**config.mk**
```make
export PLATFORM = sky130hd
export DESIGN_NAME = debug_trace_buffer_flat
export DESIGN_NICKNAME = d
export VERILOG_FILES = /design/src/rtl/debug_trace_buffer_pkg.sv /design/src/rtl/debug_trace_buffer_if.sv /design/src/rtl/debug_trace_buffer_fifo.sv /design/src/rtl/debug_trace_buffer.sv /design/src/flat_wrapper.sv
export SDC_FILE = /design/constraint.sdc
export NUM_CORES = 1
export LEC_CHECK = 0
export ABC_CLOCK_PERIOD_IN_PS = 10190
export CORE_UTILIZATION = 35
export DETAILED_ROUTE_END_ITERATION = 10
export PLACE_DENSITY = 0.57
export SLEW_MARGIN = 30
export SYNTH_ARGS = -nofsm -noshare
export SYNTH_HDL_FRONTEND = slang
export SYNTH_HIERARCHICAL = 1
export SYNTH_SLANG_ARGS = --single-unit
```
**constraint.sdc**
```tcl
create_clock -name clock -period 10.19 [get_ports clock]
set_input_delay 2.038 -clock clock [delete_from_list [all_inputs] [get_ports clock]]
set_output_delay 2.038 -clock clock [all_outputs]
set_load 0.005 [all_outputs]
```
**src/rtl/debug_trace_buffer_pkg.sv**
```systemverilog
// Shared types for the commit-trace buffer: the queued record layout and
// the rule deciding which write-back commits are worth tracing.
package debug_trace_params;

    typedef struct packed {
        logic [31:0] pc;
        logic [3:0]  strobe;
        logic [4:0]  address;
        logic [31:0] data;
    } TraceRecord;

    localparam int RECORD_W = $bits(TraceRecord);

    // A commit is traced only if it writes something, optionally ignoring x0.
    function automatic logic push_qualifies(input logic [3:0] strobe,
                                            input logic [4:0] address,
                                            input logic       drop_zero);
        return (strobe != 4'd0) && !(drop_zero && (address == 5'd0));
    endfunction

endpackage

```
**src/rtl/debug_trace_buffer_if.sv**
```systemverilog
// Drain-side valid/ready port of the trace buffer; master is the buffer,
// slave is the comparator or trace link consuming records.
interface debug_trace_buffer_if;
    logic        trace_valid;
    logic        trace_ready;
    logic [31:0] trace_program_count;
    logic [3:0]  trace_write_strobe;
    logic [4:0]  trace_write_address;
    logic [31:0] trace_write_data;

    modport master (
        output trace_valid, trace_program_count, trace_write_strobe,
               trace_write_address, trace_write_data,
        input  trace_ready
    );

    modport slave (
        input  trace_valid, trace_program_count, trace_write_strobe,
               trace_write_address, trace_write_data,
        output trace_ready
    );
endinterface

```
**src/rtl/debug_trace_buffer_fifo.sv**
```systemverilog
// Generic show-ahead FIFO: head is read combinationally at the read pointer,
// pointers carry one extra wrap bit to tell full from empty.
module trace_fifo #(
    parameter int WIDTH = 8,
    parameter int DEPTH = 16,
    localparam int AW = $clog2(DEPTH)
) (
    input  logic             clock,
    input  logic             reset,
    input  logic             flush,
    input  logic             push,
    input  logic             pop,
    input  logic [WIDTH-1:0] wdata,
    output logic [WIDTH-1:0] rdata,
    output logic             full,
    output logic             empty,
    output logic [AW:0]      level
);
    logic [WIDTH-1:0] mem [DEPTH];
    logic [AW:0]      wr_ptr, rd_ptr;
    logic             do_push, do_pop;

    assign empty = (wr_ptr == rd_ptr);
    assign full  = (wr_ptr[AW] != rd_ptr[AW]) && (wr_ptr[AW-1:0] == rd_ptr[AW-1:0]);
    assign level = wr_ptr - rd_ptr;
    assign rdata = mem[rd_ptr[AW-1:0]];

    // A pop in the same cycle frees the slot, so a full FIFO can still accept.
    assign do_pop  = pop && !empty && !flush;
    assign do_push = push && (!full || do_pop) && !flush;

    always_ff @(posedge clock or posedge reset) begin
        if (reset) begin
            wr_ptr <= '0;
            rd_ptr <= '0;
        end else if (flush) begin
            rd_ptr <= wr_ptr;
        end else begin
            if (do_push) wr_ptr <= wr_ptr + (AW+1)'(1);
            if (do_pop)  rd_ptr <= rd_ptr + (AW+1)'(1);
        end
    end

    always_ff @(posedge clock) begin
        if (do_push) mem[wr_ptr[AW-1:0]] <= wdata;
    end

endmodule

```
**src/rtl/debug_trace_buffer.sv**
```systemverilog
// Captures qualifying write-back commits every cycle into a show-ahead FIFO
// and drains them over valid/ready; records that find the FIFO full are counted.
module debug_trace_buffer
    import debug_trace_params::*;
#(
    parameter int DEPTH         = 16,
    parameter bit DROP_ZERO_REG = 1'b1,
    parameter int COUNT_WIDTH   = 16
) (
    input  logic                     clock,
    input  logic                     reset,
    input  logic [31:0]              debug_program_count,
    input  logic [3:0]               debug_register_file_write_enabled,
    input  logic [4:0]               debug_register_file_write_address,
    input  logic [31:0]              debug_register_file_write_data,
    input  logic                     clear,
    debug_trace_buffer_if.master     trace,
    output logic [$clog2(DEPTH):0]   trace_level,
    output logic                     trace_overflow,
    output logic [COUNT_WIDTH-1:0]   trace_dropped_count
);
    TraceRecord in_rec, head;
    logic       push_req, pop, drop, full, empty;

    assign in_rec = '{pc:      debug_program_count,
                      strobe:  debug_register_file_write_enabled,
                      address: debug_register_file_write_address,
                      data:    debug_register_file_write_data};

    assign push_req = push_qualifies(debug_register_file_write_enabled,
                                     debug_register_file_write_address,
                                     DROP_ZERO_REG);
    assign pop  = trace.trace_valid && trace.trace_ready;
    // The core cannot stall, so a record arriving at a full, non-draining FIFO is lost.
    assign drop = push_req && full && !pop;

    trace_fifo #(.WIDTH(RECORD_W), .DEPTH(DEPTH)) u_fifo (
        .clock (clock),
        .reset (reset),
        .flush (clear),
        .push  (push_req),
        .pop   (pop),
        .wdata (in_rec),
        .rdata (head),
        .full  (full),
        .empty (empty),
        .level (trace_level)
    );

    assign trace.trace_valid         = !empty;
    assign trace.trace_program_count = head.pc;
    assign trace.trace_write_strobe  = head.strobe;
    assign trace.trace_write_address = head.address;
    assign trace.trace_write_data    = head.data;

    always_ff @(posedge clock or posedge reset) begin
        if (reset) begin
            trace_overflow      <= 1'b0;
            trace_dropped_count <= '0;
        end else if (clear) begin
            trace_overflow      <= 1'b0;
            trace_dropped_count <= '0;
        end else if (drop) begin
            trace_overflow <= 1'b1;
            if (trace_dropped_count != '1)
                trace_dropped_count <= trace_dropped_count + COUNT_WIDTH'(1);
        end
    end

endmodule

```
**src/flat_wrapper.sv**
```systemverilog
// flat-port wrapper written by rule: the top's interface ports become plain ports
module debug_trace_buffer_flat import debug_trace_params::*;
#(
    parameter int DEPTH         = 16,
    parameter bit DROP_ZERO_REG = 1'b1,
    parameter int COUNT_WIDTH   = 16
)
  (clock, reset, debug_program_count, debug_register_file_write_enabled, debug_register_file_write_address, debug_register_file_write_data, clear, trace_level, trace_overflow, trace_dropped_count, trace_trace_valid, trace_trace_program_count, trace_trace_write_strobe, trace_trace_write_address, trace_trace_write_data, trace_trace_ready);
  debug_trace_buffer_if trace_i ();
  input  logic clock;
  input  logic reset;
  input  logic [31:0] debug_program_count;
  input  logic [3:0] debug_register_file_write_enabled;
  input  logic [4:0] debug_register_file_write_address;
  input  logic [31:0] debug_register_file_write_data;
  input  logic clear;
  output logic [$clog2(DEPTH):0] trace_level;
  output logic trace_overflow;
  output logic [COUNT_WIDTH-1:0] trace_dropped_count;
  output wire logic [$bits(trace_i.trace_valid)-1:0] trace_trace_valid;
  output wire logic [$bits(trace_i.trace_program_count)-1:0] trace_trace_program_count;
  output wire logic [$bits(trace_i.trace_write_strobe)-1:0] trace_trace_write_strobe;
  output wire logic [$bits(trace_i.trace_write_address)-1:0] trace_trace_write_address;
  output wire logic [$bits(trace_i.trace_write_data)-1:0] trace_trace_write_data;
  input wire logic [$bits(trace_i.trace_ready)-1:0] trace_trace_ready;
  assign trace_trace_valid = trace_i.trace_valid;
  assign trace_trace_program_count = trace_i.trace_program_count;
  assign trace_trace_write_strobe = trace_i.trace_write_strobe;
  assign trace_trace_write_address = trace_i.trace_write_address;
  assign trace_trace_write_data = trace_i.trace_write_data;
  assign trace_i.trace_ready = trace_trace_ready;
  debug_trace_buffer #(.DEPTH(DEPTH), .DROP_ZERO_REG(DROP_ZERO_REG), .COUNT_WIDTH(COUNT_WIDTH)) u_core (.clock(clock), .reset(reset), .debug_program_count(debug_program_count), .debug_register_file_write_enabled(debug_register_file_write_enabled), .debug_register_file_write_address(debug_register_file_write_address), .debug_register_file_write_data(debug_register_file_write_data), .clear(clear), .trace(trace_i), .trace_level(trace_level), .trace_overflow(trace_overflow), .trace_dropped_count(trace_dropped_count));
endmodule
```
==> results.sh, run 1 <==
export IMPL_portBuffers=172
export IMPL_crit_chain="nor2b_4, buf_4, buf_4, a22oi_1, a32oi_1, o21ai_1, clkdlybuf4s50_1"
export IMPL_fin_area_um2=54440
export IMPL_ios=173
export IMPL_dp_hpwl_um=60750
export IMPL_wl_per_cell_um=27.54
export IMPL_drc=0
export IMPL_synthDistinctLibCells=55
export IMPL_coreArea_um2=131600
export IMPL_timing_hold_ws_ns=0.5032
export IMPL_slowest_stage="dfrtp_4"
export IMPL_slew_headroom=0.3002
export IMPL_cts_tree="done"
export IMPL_final_util=0.4136
export IMPL_post_dp_cell_area_um2=50210
export IMPL_maxCapViolations=0
export IMPL_outcome="finished clean"
export IMPL_fin_tns_setup_ns=0
export IMPL_cpMostUsedCell="buf_4"
export IMPL_avgViaCountPerCell=5.333
export IMPL_synth_enable_flop_cells=1168
export IMPL_synth_flop_cell="edfxtp_1"
export IMPL_irDropWorstVdd_v=0.0001857
export IMPL_fin_crit_ns=6.758
export IMPL_start_util=0.3531
export IMPL_drt_wl_total_um=116400
export IMPL_grt_pass1_wl_um=167600
export IMPL_hp_start="u_core/trace_overflow"
export IMPL_ctsHoldBuffers=0
export IMPL_worstReg2RegEnd="u_core/u_fifo/mem[9][72]"
export IMPL_drt_iter0_markers=2123
export IMPL_critPathRequiredTime_ns=8.15
export IMPL_layout_drive_gt1_share=0.1738
export IMPL_r2r_slack_ns=4.29
export IMPL_ys_async_sr_fraction=0.02259
export IMPL_worstSetupStartpointType="register"
export IMPL_crit_path_max_incr_delay_ns=0.76
export IMPL_cp_end_kind="primary output"
export IMPL_drv_slew=0
export IMPL_hold_viol_final=0
export IMPL_track_usage=0.1727
export IMPL_seqCellArea_um2=35760
export IMPL_ys_top_cells_by_area="edfxtp_1 (75%), mux4_2 (8.4%), mux2i_1 (4.8%)"
export IMPL_fillers=11406
export IMPL_crit_buf_inv=3
export IMPL_ant_nets=0
export IMPL_clock_skew_ns=0.02563
export IMPL_rows=133
export IMPL_tightest_slew_ns=1.050
export IMPL_finalSetupViolCount=0
export IMPL_hold_path_class="register to register"
export IMPL_worstHoldEndpoint="u_core/trace_overflow"
export IMPL_dr_pass1_iters=8
export IMPL_cts_buffers=130
export IMPL_rr_startpoint="u_core/u_fifo/rd_ptr[2]"
export IMPL_grt_max_degree=138
export IMPL_rsz0062_at_grt="no"
export IMPL_netlist_area_um2=46480
export IMPL_nets=2461
export IMPL_synth_seq_cells=1195
export IMPL_synth_nets=2235
export IMPL_vias=22544
export IMPL_clock_latency_ns=0.74
export IMPL_design_die_area_um2=134300
export IMPL_multiInputGateArea_um2=10040
export IMPL_clk_pin_slew_worst_paths_ns=0.06
export IMPL_die_h_um=366.4
export IMPL_critical_path_class="register to primary output"
export IMPL_period_share=0.6632
export IMPL_clkSinkCount=1195
export IMPL_p_per_area_nw_per_um2=282.1
export IMPL_rr_worst_depth=10
export IMPL_critPathTopFamily="buffers and inverters"
export IMPL_yosysTopAreaCell="edfxtp_1"
export IMPL_htreeDepth=4
export IMPL_fmax_mhz=148.0
export IMPL_grt_overflow=0
export IMPL_cts_root_buf="clkbuf_16"
export IMPL_p_leak_uw=0.01733
export IMPL_yosysSeqAreaShare=0.7691
export IMPL_place_gp_congestion=0.7495
export IMPL_ctsResizeCount=0
export IMPL_hold_path_depth=2
export IMPL_syn_mean_instance_area_um2=21.65
export IMPL_antenna_found_initial=12
export IMPL_startpoint="u_core/u_fifo/rd_ptr[0]"
export IMPL_cts_buffer_depth=3
export IMPL_syn_to_final_growth_pct=17.12
export IMPL_crit_fanout=40
export IMPL_die_x_um=366.4
export IMPL_netlist_area_leader_share=0.7545
export IMPL_postCtsSetupBuffers=0
export IMPL_worstPathArrival_ns=4.72
export IMPL_synthCells=2147
export IMPL_ys_warn_count=6
export IMPL_grt_pass1_vias=23433
-- cells in the final DEF (no fill, tap or decap), types with 4 or more instances in the layout --
master           synthesis  layout
a21oi_1                 12      12
a22oi_1                 73      73
a32oi_1                 73      73
buf_12                   2       6
buf_4                   11      31
buf_6                   14       4
bufinv_16                0      13
clkbuf_1                47      31
clkbuf_16                0     135
clkdlybuf4s50_1          0     172
clkinv_1                 1      21
clkinv_2                 0      16
dfrtp_1                 27      24
edfxtp_1              1168    1168
ha_1                    10      10
inv_1                   17      15
inv_6                    0       7
mux2i_1                221     221
mux4_1                  45      45
mux4_2                 174     174
nand2_1                 15      15
nand3_1                  5       5
nand4_1                  5       5
nor2_1                  27      15
nor2_4                   0      12
nor3_1                   8       4
o21ai_0                 12      12
o21ai_1                 73      73
or3_1                    6       6
xnor2_1                 11      11
-- layer usage --
layer  track usage  share of wire  vias up  routed length, um
met1        0.2308           0.43    12137              49830
li1              -              -     9578                  -
met2        0.2878           0.50      657              58270
met3       0.03315          0.050      164               5843
met4       0.04707          0.021        8               2417
met5             0        0.00046        -                 53
-- through the flow --
| step | std cells | setup WS [ns] | total power, uW |
|---|---|---|---|
| global placement | 3995 | 3.617 | 10850 |
| CTS | 4224 | 2.971 | 15590 |
| finish | 4227 | 3.432 | 15360 |
| detailed placement | 3996 | 3.703 | 10910 |
| floorplan | 2147 | 1.851 | 8888 |
| global route | 4225 | 3.107 | 15980 |
-- cells in the mapped netlist, types with 10 or more instances --
cell type     n
buf_6        14
nand2_1      15
xnor2_1      11
a22oi_1      73
a32oi_1      73
mux4_2      174
ha_1         10
mux4_1       45
o21ai_0      12
buf_2        33
dfrtp_1      27
inv_1        17
nor2_1       27
clkbuf_1     47
edfxtp_1   1168
o21ai_1      73
buf_4        11
mux2i_1     221
a21oi_1      12
-- report_power, final --
| group | internal (uW) | leakage (uW) | total (uW) | switching, uW |
|---|---|---|---|---|
| sequential | 5860 | 0.0109 | 6110 | 242 |
| clock | 2760 | 0.00205 | 4650 | 1890 |
| combinational | 2050 | 0.00438 | 4600 | 2550 |
-- cell families (layout without fill, tap and decap cells) --
| family | after synthesis | in the layout | synth area share |
|---|---|---|---|
| other | 0 | 3 | 0 |
| AOI/OAI and AO/OA | 257 | 257 | 0.03873 |
| adders and majority gates | 11 | 11 | 0.003122 |
| and+or+nand+nor | 89 | 89 | 0.01047 |
| DFF | 1195 | 1195 | 0.7691 |
| xor gates and xnor gates | 14 | 14 | 0.002638 |
| muxes | 443 | 443 | 0.1581 |
| buffers and inverters | 138 | 460 | 0.01785 |
-- state kept, by name, summed over array words and instances, names as in the netlist --
name	flops
u_core/trace_overflow	1
u_core/u_fifo/rd_ptr	5
u_core/u_fifo/wr_ptr	5
u_core/u_fifo/mem	1168
u_core/trace_dropped_count	16
-- worst max-delay path by stage --
stage	to	slack, ns	cells past startpoint
3_3_place_gp	trace_trace_write_data[4]	3.62	6
4_1_cts	trace_trace_write_data[27]	2.97	7
5_1_grt	trace_trace_write_data[27]	3.11	7
2_1_floorplan	u_core/u_fifo/mem[3][0]	1.85	5
6_report	trace_trace_write_address[3]	3.43	7
3_5_place_dp	u_core/u_fifo/mem[8][63]	3.70	9
-- tightest hold or removal path, stage by stage, from the launching register on --
cell	delay, ns
dfrtp_1	0.35
nor2_1	0.05
nor2_1	0.07
-- area by class of cell --
| type | instances | area share |
|---|---|---|
| clock buffers | 166 | 0.06419 |
| diodes | 3 | 0.0001379 |
| multi-input cells | 814 | 0.1845 |
| flip-flops and latches | 1195 | 0.6569 |
| inverters | 18 | 0.001402 |
| repair buffers | 214 | 0.03944 |
| clock inverters | 62 | 0.01315 |
| well taps | 1755 | 0.04033 |
(Power assumes the default switching activity.)
==> run 2: changes to the inputs <==
ABC_CLOCK_PERIOD_IN_PS = 6150   (was 10190)
PLACE_DENSITY = 0.58   (was 0.57)
clock period = 6.15 ns   (was 10.19 ns; I/O delays follow)
==> results.sh, run 2 (synthesis results as in run 1) <==
export IMPL_hold_path_class="register to register"
export IMPL_clkSinkCount=1195
export IMPL_rr_worst_depth=8
export IMPL_layout_drive_gt1_share=0.1812
export IMPL_rsz0062_at_grt="no"
export IMPL_largest_reg_flops=1168
export IMPL_htreeDepth=3
export IMPL_cts_root_buf="clkbuf_16"
export IMPL_period_share=0.8986
export IMPL_die_h_um=366.4
export IMPL_grt_pass1_wl_um=160200
export IMPL_cts_buffers=119
export IMPL_worstHoldEndpoint="u_core/trace_overflow"
export IMPL_coreArea_um2=131600
export IMPL_cp_end_kind="primary output"
export IMPL_critPathTopFamily="buffers and inverters"
export IMPL_r2r_slack_ns=1.63
export IMPL_track_usage=0.1621
export IMPL_layout_commonest_cell="edfxtp_1"
export IMPL_clock_latency_ns=0.70
export IMPL_crit_chain="buf_4, buf_4, mux2i_1, a22oi_1, mux2i_1, o21ai_1, clkdlybuf4s50_1"
export IMPL_crit_fanout=56
export IMPL_critPathRequiredTime_ns=4.92
export IMPL_pwr_share_seq=0.398
export IMPL_drc=0
export IMPL_cts_buffer_depth=3
export IMPL_crit_buf_inv=3
export IMPL_antenna_found_initial=15
export IMPL_p_sw_uw=7536
export IMPL_drt_wl_total_um=110500
export IMPL_design_die_area_um2=134300
export IMPL_clk_pin_slew_worst_paths_ns=0.06
export IMPL_fmax_mhz=181.0
export IMPL_crit_path_max_incr_delay_ns=0.79
export IMPL_wl_met1_um=45140
export IMPL_p_per_area_nw_per_um2=460.0
export IMPL_outcome="finished clean"
export IMPL_ios=173
export IMPL_rows=133
export IMPL_hp_start="u_core/trace_overflow"
export IMPL_maxCapViolations=0
export IMPL_portBuffers=172
export IMPL_ctsHoldBuffers=0
export IMPL_p_int_uw=17510
export IMPL_slowest_stage="buf_4"
export IMPL_p_leak_uw=0.01734
export IMPL_place_gp_congestion=0.7508
export IMPL_switching_share=0.3009
export IMPL_ant_nets=0
export IMPL_syn_to_final_growth_pct=17.12
export IMPL_drv_slew=0
export IMPL_rr_startpoint="u_core/u_fifo/wr_ptr[2]"
export IMPL_dr_pass1_iters=5
export IMPL_grt_max_degree=111
export IMPL_highest_layer="met5"
export IMPL_vias=22378
export IMPL_dp_hpwl_um=57790
export IMPL_worstSetupStartpointType="register"
export IMPL_start_util=0.3531
export IMPL_drt_iter0_markers=1766
export IMPL_critical_path_class="register to primary output"
export IMPL_routed_wl_met2_um=57240
export IMPL_hold_viol_final=0
export IMPL_clock_skew_ns=0.01912
export IMPL_grt_overflow=0
export IMPL_worstReg2RegEnd="u_core/u_fifo/mem[6][19]"
export IMPL_tightest_slew_ns=0.9159
export IMPL_slew_headroom=0.3894
export IMPL_wl_per_cell_um=26.06
export IMPL_pwr_share_comb=0.307
export IMPL_ctsResizeCount=0
export IMPL_avgViaCountPerCell=5.278
export IMPL_clkPwrFrac=0.295
export IMPL_irDropWorstVdd_v=0.0002821
export IMPL_final_cell_mix="edfxtp_1 (1,168), mux2i_1 (221), mux4_2 (174), clkdlybuf4s50_1 (172), clkbuf_16 (123)"
export IMPL_final_util=0.4136
export IMPL_finalSetupViolCount=0
export IMPL_nets=2467
export IMPL_grt_pass1_vias=23189
export IMPL_hold_path_depth=2
export IMPL_worstPathArrival_ns=4.30
export IMPL_fin_crit_ns=5.526
export IMPL_postCtsSetupBuffers=0
export IMPL_fin_tns_setup_ns=0
export IMPL_wl_met3_um=5582
export IMPL_cts_tree="done"
export IMPL_die_x_um=366.4
-- run 2: worst max path at each step --
stage / start / to / depth (start not counted)
after global routing: u_core/u_fifo/rd_ptr[1] / trace_trace_program_count[13] / 7
final: u_core/u_fifo/rd_ptr[1] / trace_trace_program_count[12] / 7
after detailed placement: debug_register_file_write_address[3] / u_core/u_fifo/mem[4][18] / 8
after global placement: debug_register_file_write_address[3] / u_core/u_fifo/mem[5][59] / 8
after floorplan: u_core/u_fifo/rd_ptr[2] / u_core/u_fifo/mem[11][0] / 11
after CTS: u_core/u_fifo/rd_ptr[1] / trace_trace_program_count[13] / 7
-- run 2: cell type report --
class                      instances  area [um2]
inverter                          18       76.32
multi-input combinational        814       10050
antenna                            2       5.005
clock inverter                    82       865.8
clock buffer                     143        3153
tap                             1755        2196
fill                           11382       77190
sequential                      1195       35760
timing repair buffer             231        2336
-- run 2: routing by layer --
layer / up-vias / track usage
met5: - / 0
met2: 615 / 0.2850
met1: 11974 / 0.2061
met4: 14 / 0.04321
li1: 9604 / -
met3: 171 / 0.02779
-- run 2: power by group through the flow --
stage	Combinational [uW]	Clock, uW	Sequential [uW]
2_1_floorplan	4660	0	10100
3_3_place_gp	7780	0	10100
3_5_place_dp	7850	0	10100
4_1_cts	7880	7560	9970
5_1_grt	8190	7850	10000
6_report	7690	7400	9960
-- run 2: worst reg2reg max path: stages (launching register included) --
cell	delay (ns)
dfrtp_1	0.75
ha_1	0.40
nand4_1	0.26
nor2_1	0.09
nor2b_1	0.34
o311a_1	0.44
nand2_1	0.32
nor2_4	0.74
buf_6	0.69
-- run 2: metrics by stage --
step / setup slack, ns / power [uW] / std cells / hold WS, ns / instance area [um2]
floorplan: 0.1753 / 14720 / 2147 / 0.4906 / 46500
global placement: 0.6085 / 17880 / 4009 / 0.5083 / 50330
detailed placement: 0.8693 / 17990 / 4012 / 0.5116 / 50390
CTS: 0.5283 / 25410 / 4237 / 0.5230 / 54410
global route: 0.3888 / 26060 / 4240 / 0.5419 / 54440
finish: 0.6237 / 25050 / 4240 / 0.5144 / 54440
